File: config.mk
export PLATFORM = sky130hd
export DESIGN_NAME = tt_um_michaelbell_tinyqv_core
export DESIGN_NICKNAME = d
export VERILOG_FILES = /design/src/rtl/tt_um_michaelbell_tinyqv_core.sv
export SDC_FILE = /design/constraint.sdc
export NUM_CORES = 1
export LEC_CHECK = 0
export ABC_AREA = 1
export CAP_MARGIN = 5
export CORE_MARGIN = 1
export CORE_UTILIZATION = 60
export CTS_BUF_LIST = sky130_fd_sc_hd__clkbuf_8
export CTS_CLUSTER_DIAMETER = 200
export CTS_CLUSTER_SIZE = 30
export DETAILED_ROUTE_END_ITERATION = 8
export PLACE_DENSITY = 0.84
export SLEW_MARGIN = 20
export SYNTH_ARGS = -nofsm -noshare
export SYNTH_HDL_FRONTEND = slang
export SYNTH_SLANG_ARGS = --single-unit
export TNS_END_PERCENT = 30
File: constraint.sdc
create_clock -name clk -period 3.6 [get_ports clk]
set_input_delay 0.36 -clock clk [delete_from_list [all_inputs] [get_ports clk]]
set_output_delay 0.36 -clock clk [all_outputs]
set_load 0.01 [all_outputs]
File: src/rtl/tt_um_michaelbell_tinyqv_core.sv
// tt_um_michaelbell_tinyqv_core: QSPI flash fast-read (0x6B) streamed out as UART 8N1.
// Optional SPI_MIRROR_EN also mirrors every byte onto the SPI pins (mode 0, clk/2).
module tt_um_michaelbell_tinyqv_core #(
    parameter int CLKS_PER_BIT = 16,
    parameter int READ_LEN = 256
) (
    input  logic       clk,
    input  logic       rst_n,
    input  logic       ena,
    input  logic [7:0] ui_in,
    output logic [7:0] uo_out,
    input  logic [7:0] uio_in,
    output logic [7:0] uio_out,
    output logic [7:0] uio_oe
);
    localparam logic [15:0] LEN = 16'(READ_LEN);
    localparam logic [15:0] BIT_END = 16'(CLKS_PER_BIT - 1);

    typedef enum logic [2:0] {IDLE, CMD, ADDR, DUMMY, DATA, WAIT, DONE} state_t;

    state_t      state;
    logic        cs_n, sck, hi;
    logic [7:0]  sr, rx;
    logic [4:0]  cnt;
    logic [2:0]  lat;
    logic [15:0] byte_cnt;
    logic        tx_active, uart_tx;
    logic [8:0]  tx_sr;
    logic [3:0]  tx_bits;
    logic [15:0] tx_clk;
    logic        spi_cs, spi_sck, spi_mosi, spi_dc, spi_idle;
    logic        accept, busy, oe_d0;
    logic [3:0]  q;
    logic        unused_ok;

    assign q = {uio_in[5:4], uio_in[2:1]};
    assign accept = state == WAIT && !tx_active && spi_idle;
    assign busy = state != IDLE && state != DONE;
    assign oe_d0 = state == CMD || state == ADDR;
    assign uo_out = {1'b0, state == DONE, busy, uart_tx, spi_dc, spi_mosi, spi_sck, spi_cs};
    assign uio_out = {2'b11, 2'b00, sck, 1'b0, sr[7], cs_n};
    assign uio_oe = {2'b11, 2'b00, 1'b1, 1'b0, oe_d0, 1'b1};
    assign unused_ok = &{1'b0, ena, ui_in[7:1], uio_in[7:6], uio_in[3], uio_in[0]};

    // sr carries the command; once it has shifted out it is zero, which is the address
    always_ff @(posedge clk) begin
        if (rst_n) begin
            state <= IDLE;
            cs_n <= 1'b1;
            sck <= 1'b0;
            hi <= 1'b0;
            sr <= 8'h00;
            rx <= 8'h00;
            cnt <= 5'd0;
            byte_cnt <= 16'd0;
            lat <= {uio_in[4], uio_in[2:1]};
        end else begin
            case (state)
                IDLE: if (ui_in[0]) begin
                    state <= CMD;
                    cs_n <= 1'b0;
                    sr <= 8'h6B;
                end
                CMD, ADDR, DUMMY, DATA: begin
                    sck <= !sck;
                    if (sck) begin
                        cnt <= cnt + 5'd1;
                        sr <= sr << 1;
                        if (state == CMD && cnt == 5'd7) begin
                            state <= ADDR;
                            cnt <= 5'd0;
                        end
                        if (state == ADDR && cnt == 5'd23) begin
                            state <= DUMMY;
                            cnt <= 5'd0;
                        end
                        if (state == DUMMY && cnt == {2'b00, lat}) begin
                            state <= DATA;
                            cnt <= 5'd0;
                        end
                        if (state == DATA) begin
                            hi <= !hi;
                            rx <= {rx[3:0], q};
                            if (hi) state <= WAIT;
                        end
                    end
                end
                WAIT: if (accept) begin
                    byte_cnt <= byte_cnt + 16'd1;
                    if (byte_cnt + 16'd1 == LEN) begin
                        state <= DONE;
                        cs_n <= 1'b1;
                    end else begin
                        state <= DATA;
                    end
                end
                DONE: state <= DONE;
                default: state <= IDLE;
            endcase
        end
    end

    // Start bit goes out straight after acceptance; tx_sr holds data then stop bit
    always_ff @(posedge clk) begin
        if (rst_n) begin
            tx_active <= 1'b0;
            uart_tx <= 1'b1;
            tx_sr <= 9'h000;
            tx_bits <= 4'd0;
            tx_clk <= 16'd0;
        end else if (accept) begin
            tx_active <= 1'b1;
            uart_tx <= 1'b0;
            tx_sr <= {1'b1, rx};
            tx_bits <= 4'd9;
            tx_clk <= 16'd0;
        end else if (tx_active) begin
            tx_clk <= tx_clk == BIT_END ? 16'd0 : tx_clk + 16'd1;
            if (tx_clk == BIT_END) begin
                if (tx_bits == 4'd0) begin
                    tx_active <= 1'b0;
                end else begin
                    uart_tx <= tx_sr[0];
                    tx_sr <= tx_sr >> 1;
                    tx_bits <= tx_bits - 4'd1;
                end
            end
        end
    end

`ifdef SPI_MIRROR_EN
    logic [7:0] spi_sr;
    logic [2:0] spi_cnt;
    logic       spi_active;

    assign spi_mosi = spi_sr[7];
    assign spi_dc = !spi_cs;
    assign spi_idle = !spi_active;

    always_ff @(posedge clk) begin
        if (rst_n) begin
            spi_active <= 1'b0;
            spi_cs <= 1'b1;
            spi_sck <= 1'b0;
            spi_sr <= 8'h00;
            spi_cnt <= 3'd0;
        end else if (accept) begin
            spi_active <= 1'b1;
            spi_cs <= 1'b0;
            spi_sck <= 1'b0;
            spi_sr <= rx;
            spi_cnt <= 3'd0;
        end else if (spi_active) begin
            spi_sck <= !spi_sck;
            if (spi_sck) begin
                spi_sr <= spi_sr << 1;
                spi_cnt <= spi_cnt + 3'd1;
                if (spi_cnt == 3'd7) begin
                    spi_active <= 1'b0;
                    spi_cs <= 1'b1;
                end
            end
        end
    end
`else
    assign spi_cs = 1'b1;
    assign spi_sck = 1'b0;
    assign spi_mosi = 1'b0;
    assign spi_dc = 1'b0;
    assign spi_idle = 1'b1;
`endif
endmodule

==> impl_metrics.py, run 1 <==
metrics = {
    "clock_tree": {
        "post_cts_buffers": 0,
        "cts.htree.levels": 3,
        "clk_path_buf_depth": 2,
        "post_cts_resized": 0,
        "cts_root_buf": "clkbuf_8",
        "tritoncts": "yes",
        "clock_sinks": 77,
        "hold_buffers": 0,
        "clkTransAtPathRegs_ns": 0.08,
        "clk_latency_ns": 0.35,
        "cts_buffers": 9,
    },
    "timing": {
        "grt_setup_unrepaired": "false",
        "slew_headroom": 0.615,
        "postLayoutSetupSlackWorst_ns": 1.47,
        "worst_pin_slew_ns": 0.577,
        "hold_viol": 0,
        "tns_ns": 0,
        "holdWs_ns": 0.451,
        "finalCriticalPeriod_ns": 2.13,
        "post-route-period-util": 0.592,
        "drv_slew": 0,
        "fin_skew_ns": 0.00705,
        "setup_violations": 0,
        "fmax_ghz": 0.469,
    },
    "synth": {
        "synthTopCellsByArea": "dfxtp_1, nand2_1, inv_1",
        "ys_seq_elements": 77,
        "yosysSeqAreaShare": 0.396,
        "synth_top_cell_by_area": "dfxtp_1",
        "synth_cell_types": 43,
        "yosysWarnings": 0,
        "avgSynthCellArea_um2": 7.07,
        "synth_cells": 562,
        "syn_area_um2": 3970,
        "synth_top_area_frac": 0.373,
    },
    "final_layout": {
        "drive_gt1_frac": 0.0822,
        "n_antenna_cell": 0,
        "final-seq-area_um2": 1570,
        "nFillCells": 537,
        "nets": 590,
        "synthToLayoutAreaGrowth_pct": 5.99,
        "multi_input_area_um2": 1970,
    },
    "worst_setup_path": {
        "r2r_cells": 14,
        "crit_slowest_cell": "clkdlybuf4s50_1",
        "worst_ep_required_time_ns": 3.24,
        "critical_path_class": "reg -> out",
        "critPathLaunch": "state[2]$_SDFFE_PP0P_",
        "critPathLaunchType": "flip-flop",
        "worstPathCellList": "inv_2 -> nor2_1 -> clkdlybuf4s50_1",
        "r2r-end": "cs_n$_SDFFE_PP1P_",
        "r2r-start": "byte_cnt[0]$_SDFFE_PP0P_",
        "endpoint_kind": "output pin",
        "worstPathArrival_ns": 1.77,
        "max_stage_delay_ns": 0.58,
        "critical_path.endpoint": "uo_out[6]",
        "r2r_slack_ns": 1.62,
        "cp_max_fo": 7,
    },
    "die": {
        "fp.coreArea_um2": 6390,
        "fp.dieH_um": 83.4,
        "die_x_um": 83.4,
        "initial_utilization": 0.622,
        "io_pins": 43,
        "die_area_um2": 6950,
        "rows": 29,
    },
    "grt": {
        "grt_max_degree": 30,
        "antenna_found_initial": 0,
        "grt_pass1_wl_um": 13400,
        "grt_pass1_vias": 3174,
        "grt_overflow": 0,
        "grtUsageTotal": 0.235,
    },
    "worst_hold_path": {
        "min_path_type": "reg -> reg",
    },
    "drt": {
        "wl_per_cell_um": 12.1,
        "vias": 3563,
        "drc_errors": 0,
        "routed_via_density": 5.49,
        "drt_iter0_markers": 197,
        "wl_um": 7860,
        "drt-pass1-iter-count": 5,
        "final_antenna_net_count": 0,
    },
    "run": {
        "drv_cap": 0,
    },
    "power_and_ir_drop": {
        "p_leak_nw": 1.59,
        "cellPowerDensity_nw_per_um2": 390,
        "finalPower_w": 0.00164,
        "peakVddDrop_mv": 0.282,
    },
    "place": {
        "place_congestion": 0.854,
        "dp_slack_ns": 1.66,
        "hpwl_um": 5540,
        "numPortBuffers": 13,
    },
    "run_status": {
        "status": "complete, no violations",
    },
}
synth_stat cells:
cell type  instances
a22o_1             2
mux2i_1            1
nor2_4             5
conb_1             2
o21ai_2            1
a21oi_2            1
or2_4              1
or2_2              2
xor2_1             6
o31ai_1            1
nor2_1            61
nor3b_1            2
nor2_8             1
nand3_1           38
o21a_1             1
a21boi_0           1
dfxtp_1           74
o21ai_0           37
nand4_1            9
clkinv_1           2
inv_2              5
o21ai_1            2
o22ai_1            4
nor2_2             7
inv_1             61
a21oi_1           36
nand2_1          115
nor3_1            18
clkbuf_1           4
buf_2              7
a31oi_1            6
nor4_1             1
buf_6              1
nand2_2            4
edfxtp_1           3
xnor2_1            2
ha_1               4
nand3_2            3
a211oi_1           3
buf_4             23
o211ai_1           2
a221oi_1           2
nand3b_1           1
layout by cell type (no fill, tap or decap), drive strengths merged, types with 3 or more instances in the layout:
cell type	synthesis	layout
or2	3	3
a21oi	37	37
xor2	6	6
nor3	18	18
o22ai	4	4
clkinv	2	3
ha	4	4
clkbuf	4	9
o21ai	40	40
clkinvlp	0	3
dfxtp	74	74
conb	2	17
edfxtp	3	3
a31oi	6	6
nor2	74	74
a211oi	3	3
nand4	9	9
inv	66	69
nand3	41	41
nand2	119	119
clkdlybuf4s50	0	13
registers in the layout (all words and copies together) (netlist names), 3 cells and up:
signal,count
byte_cnt,16
cnt,5
lat,3
rx,8
sr,8
state,3
tx_bits,4
tx_clk,16
tx_sr,9
critical path: cells and delay by family, from the launching register on:
kind / cells / cell delay (ns)
buf+inv: 2 / 0.72
flops: 1 / 0.48
simple gates: 1 / 0.22
metal layers:
metal	wire (um)	share of wire	global-route usage	vias to the layer above
met1	3650	0.46	0.297	1629
met3	389	0.049	0.0507	13
met5	0	0	0	-
li1	-	-	-	1817
met4	150	0.019	0.118	0
met2	3670	0.47	0.378	104
power breakdown:
part,leakage [nW],switching (W),internal [W]
clock network,0.0829,0.000349,0.000258
logic,0.875,0.0000902,0.0000520
registers,0.628,0.0000143,0.000877
total,1.59,0.000453,0.00119
kinds of logic (layout without fill, tap and decap cells):
kind of cell | Yosys count | count (layout) | synth area share
other cells | 2 | 17 | 0.00189
buf+inv | 103 | 98 | 0.123
compound gates | 99 | 99 | 0.139
xor+xnor | 8 | 8 | 0.0176
fa+ha+maj | 4 | 4 | 0.0126
simple gates | 268 | 268 | 0.308
flops | 77 | 77 | 0.396
mux | 1 | 1 | 0.00252
worst min-delay path by stage:
stage | startpoint | endpoint | cells past startpoint
2_1_floorplan | rx[4]$_SDFFE_PP0P_ | rx[4]$_SDFFE_PP0P_ | 2
3_3_place_gp | rx[7]$_SDFFE_PP0P_ | rx[7]$_SDFFE_PP0P_ | 2
3_5_place_dp | rx[7]$_SDFFE_PP0P_ | rx[7]$_SDFFE_PP0P_ | 2
4_1_cts | rx[7]$_SDFFE_PP0P_ | rx[7]$_SDFFE_PP0P_ | 2
5_1_grt | rx[7]$_SDFFE_PP0P_ | rx[7]$_SDFFE_PP0P_ | 2
6_report | rx[7]$_SDFFE_PP0P_ | rx[7]$_SDFFE_PP0P_ | 2
final cells by class:
cell class                      instances  area share
Clock buffer                            9      0.0294
Tap cell                               77      0.0229
Inverter                               68      0.0606
Sequential cell                        77       0.373
Timing Repair Buffer                   14      0.0327
Multi-Input combinational cell        397       0.467
Clock inverter                          7      0.0137
metrics by stage:
| step | util | instance area, um^2 | instances |
|---|---|---|---|
| after CTS | 0.659 | 4210 | 649 |
| after global placement | 0.631 | 4030 | 633 |
| final | 0.659 | 4210 | 649 |
| after global routing | 0.659 | 4210 | 649 |
| after floorplan | - | 4030 | 577 |
| after detailed placement | 0.631 | 4030 | 633 |
No activity file was read; power rests on OpenSTA's default activity.
==> run 2: changes to the inputs <==
CORE_UTILIZATION = 53   (was 60)
PLACE_DENSITY = 0.79   (was 0.84)
clock period = 1.9 ns   (was 3.6 ns; I/O delays follow)
==> run 2 against run 1 <==
  * Clock-buffer cell count unchanged
  * Largest power group unchanged
  * Power up 110%
  * Die area is 13% higher
  * Largest cell class unchanged
  * Non-clock buffer count up 13
  * Critical path type is now reg -> reg
==> impl_metrics.py, run 2 (synthesized netlist as in run 1, its figures left out) <==
metrics = {
    "worst_setup_path": {
        "critPathLaunch": "tx_clk[0]$_SDFFE_PP0P_",
        "r2r-start": "tx_clk[0]$_SDFFE_PP0P_",
        "endpoint_kind": "flip-flop",
        "worst_ep_required_time_ns": 2.14,
        "r2r_cells": 11,
        "critPathLaunchType": "flip-flop",
        "cp_max_fo": 6,
        "critical_path_class": "reg -> reg",
        "worstPathArrival_ns": 2.07,
    },
    "grt": {
        "grt_pass1_wl_um": 13700,
        "grt_overflow": 0,
        "grtUsageTotal": 0.220,
        "grt_pass1_vias": 3158,
        "top_usage_layer": "met2",
        "gr-usage-met1": 0.285,
        "grt_max_degree": 30,
        "use_met3": 0.0420,
        "met2_usage": 0.370,
        "antenna_found_initial": 0,
    },
    "timing": {
        "slew_headroom": 0.637,
        "worst_pin_slew_ns": 0.544,
        "finalCriticalPeriod_ns": 1.83,
        "fmax_ghz": 0.546,
        "grt_setup_unrepaired": "true",
        "hold_viol": 0,
        "fin_skew_ns": 0.0115,
        "post-route-period-util": 0.963,
        "setup_violations": 0,
        "drv_slew": 0,
    },
    "clock_tree": {
        "cts_buffers": 9,
        "cts_root_buf": "clkbuf_8",
        "clock_sinks": 77,
        "hold_buffers": 0,
        "clk_latency_ns": 0.35,
        "clkTransAtPathRegs_ns": 0.09,
        "tritoncts": "yes",
        "cts.htree.levels": 3,
        "clk_path_buf_depth": 2,
    },
    "drt": {
        "drt_iter0_markers": 221,
        "routed_via_density": 5.23,
        "wl_per_cell_um": 12.4,
        "drc_errors": 0,
        "vias": 3576,
        "wl_um": 8450,
        "drt-pass1-iter-count": 4,
        "final_antenna_net_count": 0,
    },
    "place": {
        "place_congestion": 0.866,
        "hpwl_um": 5760,
        "place_area_um2": 4120,
        "numPortBuffers": 13,
    },
    "final_layout": {
        "mostFrequentLayoutCells": "nand2_1, dfxtp_1, inv_1, nor2_1",
        "design_area_um2": 4470,
        "nets": 603,
        "drive_gt1_frac": 0.138,
        "nFillCells": 648,
        "utilization": 0.617,
        "layout_commonest_cell": "nand2_1",
        "synthToLayoutAreaGrowth_pct": 12.7,
        "largestRegisters": "byte_cnt (16), tx_clk (16), tx_sr (9)",
        "n_antenna_cell": 0,
    },
    "run_status": {
        "status": "complete, no violations",
    },
    "die": {
        "die_x_um": 88.6,
        "fp.dieH_um": 88.6,
        "die_area_um2": 7840,
        "initial_utilization": 0.548,
        "fp.coreArea_um2": 7250,
        "io_pins": 43,
        "rows": 31,
    },
    "power_and_ir_drop": {
        "peakVddDrop_mv": 0.548,
        "cellPowerDensity_nw_per_um2": 757,
        "p_leak_nw": 1.71,
    },
    "worst_hold_path": {
        "hold_depth": 1,
        "hold_start": "uio_in[2]",
        "min_path_type": "in -> reg",
    },
    "run": {
        "drv_cap": 0,
    },
}
## run 2: area by class of cell
cell class	instances	area [um^2]	area share
repair buffers	27	238	0.0531
clock inverters	7	105	0.0235
flip-flops and latches	77	1600	0.357
inverters	68	255	0.0570
multi-input cells	397	2030	0.454
well taps	99	124	0.0277
clock buffers	9	124	0.0277
## run 2: worst max-delay path, stage by stage, from the launching register on
cell and delay [ns]:
dfxtp_2 0.35, ha_1 0.19, nand2_2 0.08, inv_2 0.07, nand3_1 0.07, nor2_1 0.11
nand4_1 0.15, nor2_2 0.24, nand2_4 0.13, buf_4 0.18, nand3_1 0.08, a21oi_1 0.09
## run 2: timing repair
action | CTS | global route
endpoints found under the setup margin | 4 | 18
setup buffers | 0 | 5
pin swaps | 0 | 2
resized for setup | 4 | 29
## run 2: report_power, final
group | leakage (nW) | internal [W] | switching [W]
Combinational | 0.965 | 0.000106 | 0.000176
Sequential | 0.634 | 0.00166 | 0.0000303
Clock | 0.112 | 0.000760 | 0.000657
Total | 1.71 | 0.00252 | 0.000863
## run 2: through the flow
step	setup WS (ns)	std cells	hold WS [ns]	TNS (ns)	total power, W
2_1_floorplan	0.255	577	0.289	0	0.00195
3_3_place_gp	0.174	663	0.439	0	0.00199
3_5_place_dp	0.112	663	0.443	0	0.00200
4_1_cts	0.0199	679	0.411	0	0.00340
5_1_grt	-0.0744	684	0.429	-0.638	0.00350
6_report	0.0701	684	0.417	0	0.00339
## run 2: path summary, 6_finish.rpt
check | end | slack [ns]
setup / recovery | tx_sr[7]$_SDFFE_PP0P_ | 0.07
hold reg to reg | rx[4]$_SDFFE_PP0P_ | 0.45
hold / removal | lat[1]$_DFFE_PP_ | 0.42
setup reg to reg | tx_sr[7]$_SDFFE_PP0P_ | 0.07
## run 2: metal layers
| metal | wire length, um | share of wire |
|---|---|---|
| met5 | 0 | 0 |
| met4 | 124 | 0.015 |
| met3 | 333 | 0.039 |
| met2 | 4080 | 0.48 |
| met1 | 3910 | 0.46 |
==> RTL change (config.mk and constraints of run 2) <==
One comparison of `cnt` changes from == to >=.
--- a/src/rtl/tt_um_michaelbell_tinyqv_core.sv
+++ b/src/rtl/tt_um_michaelbell_tinyqv_core.sv
@@ -66,7 +66,7 @@
                     if (sck) begin
                         cnt <= cnt + 5'd1;
                         sr <= sr << 1;
-                        if (state == CMD && cnt == 5'd7) begin
+                        if (state == CMD && cnt >= 5'd7) begin
                             state <= ADDR;
                             cnt <= 5'd0;
                         end
Behaviour: same outputs for any inputs over 10 cycles, from zero or initial values and one cycle with rst_n high; that may be too few to reach the edited logic, so the function may still have changed.
==> RTL change against run 2 <==
Hold slack lost 0.0014 ns. Setup slack worse by 0.0046 ns. Sequential cell count unchanged. Fmax is 0.25% lower. Die area grew 2.7%. Area after synthesis grew 2.7%. Count of clock-buffer cells in the layout is the same. Total power fell by 2.5%. Combinational power is 9.2% higher. Cell count rose by 0.73%. Via count shrank 0.45%. Wire length down 2.3%. Cell area up 2.9%. Largest power group unchanged. Highest routed layer unchanged.
==> RTL change: results (changes against run 2) <==
* Status: finished, final reports clean (unchanged)
* Inverters at 76 (was 68)
* Final #Nets at 608 (was 603)
* Synth async-reset ratio at 0% (unchanged)
* # setup viols final at 0 (unchanged)
* Unique masters post-synth at 47 (was 43)
* Register Area at 0.00159 mm2 (was 0.00160 mm2)
* Synth top cells by count: nand2_1, dfxtp_1, inv_1, nor2_1, nand3_1 (unchanged)
* Multi-input logic area at 0.00210 mm2 (was 0.00203 mm2)
* Antenna Nets Post-Route at 0 (unchanged)
* CTS max path bufs at 2 (unchanged)
* Post-synth EDFFs at 3 (unchanged)
* Seq/Total Area, Yosys at 38.5% (was 39.6%)
* Dpl ws at 0.0323 ns (was 0.112 ns)
* Worst Hold Depth at 1 (unchanged)
* Layout cell share with drive strength beyond 1 at 17.6% (was 13.8%)
* GRT Overall Usage at 20.7% (was 22.0%)
* Final-layout non-clock buffer area share at 6.19% (was 5.31%)
* GP Congestion at 0.822 (was 0.866)
* CTS Root Buffer Type: clkbuf_8 (unchanged)
* Clock transition at path regs at 0.09 ns (about the same)
* Worst path arrival time at 1.64 ns (was 2.07 ns)
* DP Wirelength at 5730 um (was 5760 um)
* LEAKAGE at 1.82 nW (was 1.71 nW)
* FFs & Latches at 77 (unchanged)
* Worst hold path class: primary input to flip-flop (unchanged)
* DIE AREA at 0.00805 mm2 (was 0.00784 mm2)
* Top post-synthesis cells by area: dfxtp_1, nand2_1, inv_1 (unchanged)
* Clock buf/inv share at 4.51% (was 5.12%)
* Drt pass-1 iters at 7 (was 4)
* Starting DRT DRC Count at 186 (was 221)
* Total of fill cells in the finished design at 620 (was 648)
* Worst R2R Path Depth at 15 (was 11)
* Worst vdd ir at 0.000507 V (was 0.000548 V)
* WL/cell at 12.0 um (was 12.4 um)
* Largest net degree at the start of global routing at 32 (was 30)
* Clk_skew at 0.00645 ns (was 0.0115 ns)
* Diodes inserted at 0 (unchanged)
* Crit-path max cell delay at 0.56 ns (was 0.35 ns)
* Port bufs at 13 (unchanged)
* First-pass GRT wire length at 13800 um (was 13700 um)
* Top delay family on crit path: buffers and inverters (was simple AND/OR/NAND/NOR gates)
* Vias in the first global route at 3171 (was 3158)
* Crit path max fanout at 6 (unchanged)
* Post-CTS setup buffers at 0 (unchanged)
* Nonclk buf count at 32 (was 27)
* H-Tree Depth at 3 (unchanged)
* Vias at 3560 (was 3576)
* Multi-input gates at 389 (was 397)
* Slowest-stage cell, CP: clkdlybuf4s50_1 (was dfxtp_2)
[RTL change: logic make-up (layout without fill, tap and decap cells)]
kind of cell             after synthesis  in the layout  synth area share, %
buffers and inverters                112            124                 13.3
other                                  2             17                0.184
XOR/XNOR                               9              9                 1.93
multiplexers                           1              1                0.245
flip-flops                            77             77                 38.5
AO/OA/AOI/OAI                        100            100                 14.6
AND/OR/NAND/NOR                      258            258                 30.0
adder cells (fa/ha/maj)                4              4                 1.23
[RTL change: path summary, 6_finish.rpt]
path,startpoint,to,slack [ns]
worst max register to register,byte_cnt[1],cs_n,0.11
worst min register to register,sr[4],sr[4],0.47
worst min-delay path,uio_in[1],lat[0],0.42
worst max-delay path,state[0],uo_out[6],0.07
[RTL change: per-layer routing]
| metal | global-route usage [%] | up-vias | wire length, um |
|---|---|---|---|
| li1 | - | 1848 | - |
| met1 | 26.0 | 1626 | 3790 |
| met2 | 34.7 | 75 | 3980 |
| met3 | 4.15 | 11 | 362 |
| met4 | 8.20 | 0 | 133 |
| met5 | 0 | - | 0 |
[RTL change: metrics by stage]
step | setup TNS (ns) | util (%) | std cells | hold slack [ns] | area [um2]
floorplan | 0 | - | 578 | 0.289 | 4140
global placement | 0 | 57.5 | 664 | 0.445 | 4210
detailed placement | 0 | 57.5 | 664 | 0.456 | 4210
CTS | -0.0129 | 60.4 | 680 | 0.408 | 4430
global route | -0.168 | 62.8 | 689 | 0.413 | 4610
finish | 0 | 62.8 | 689 | 0.416 | 4610
[RTL change: power breakdown]
part | internal (mW) | switching [mW] | leakage [nW]
clock | 0.627 | 0.675 | 0.102
sequential | 1.66 | 0.0324 | 0.633
combinational | 0.113 | 0.195 | 1.08
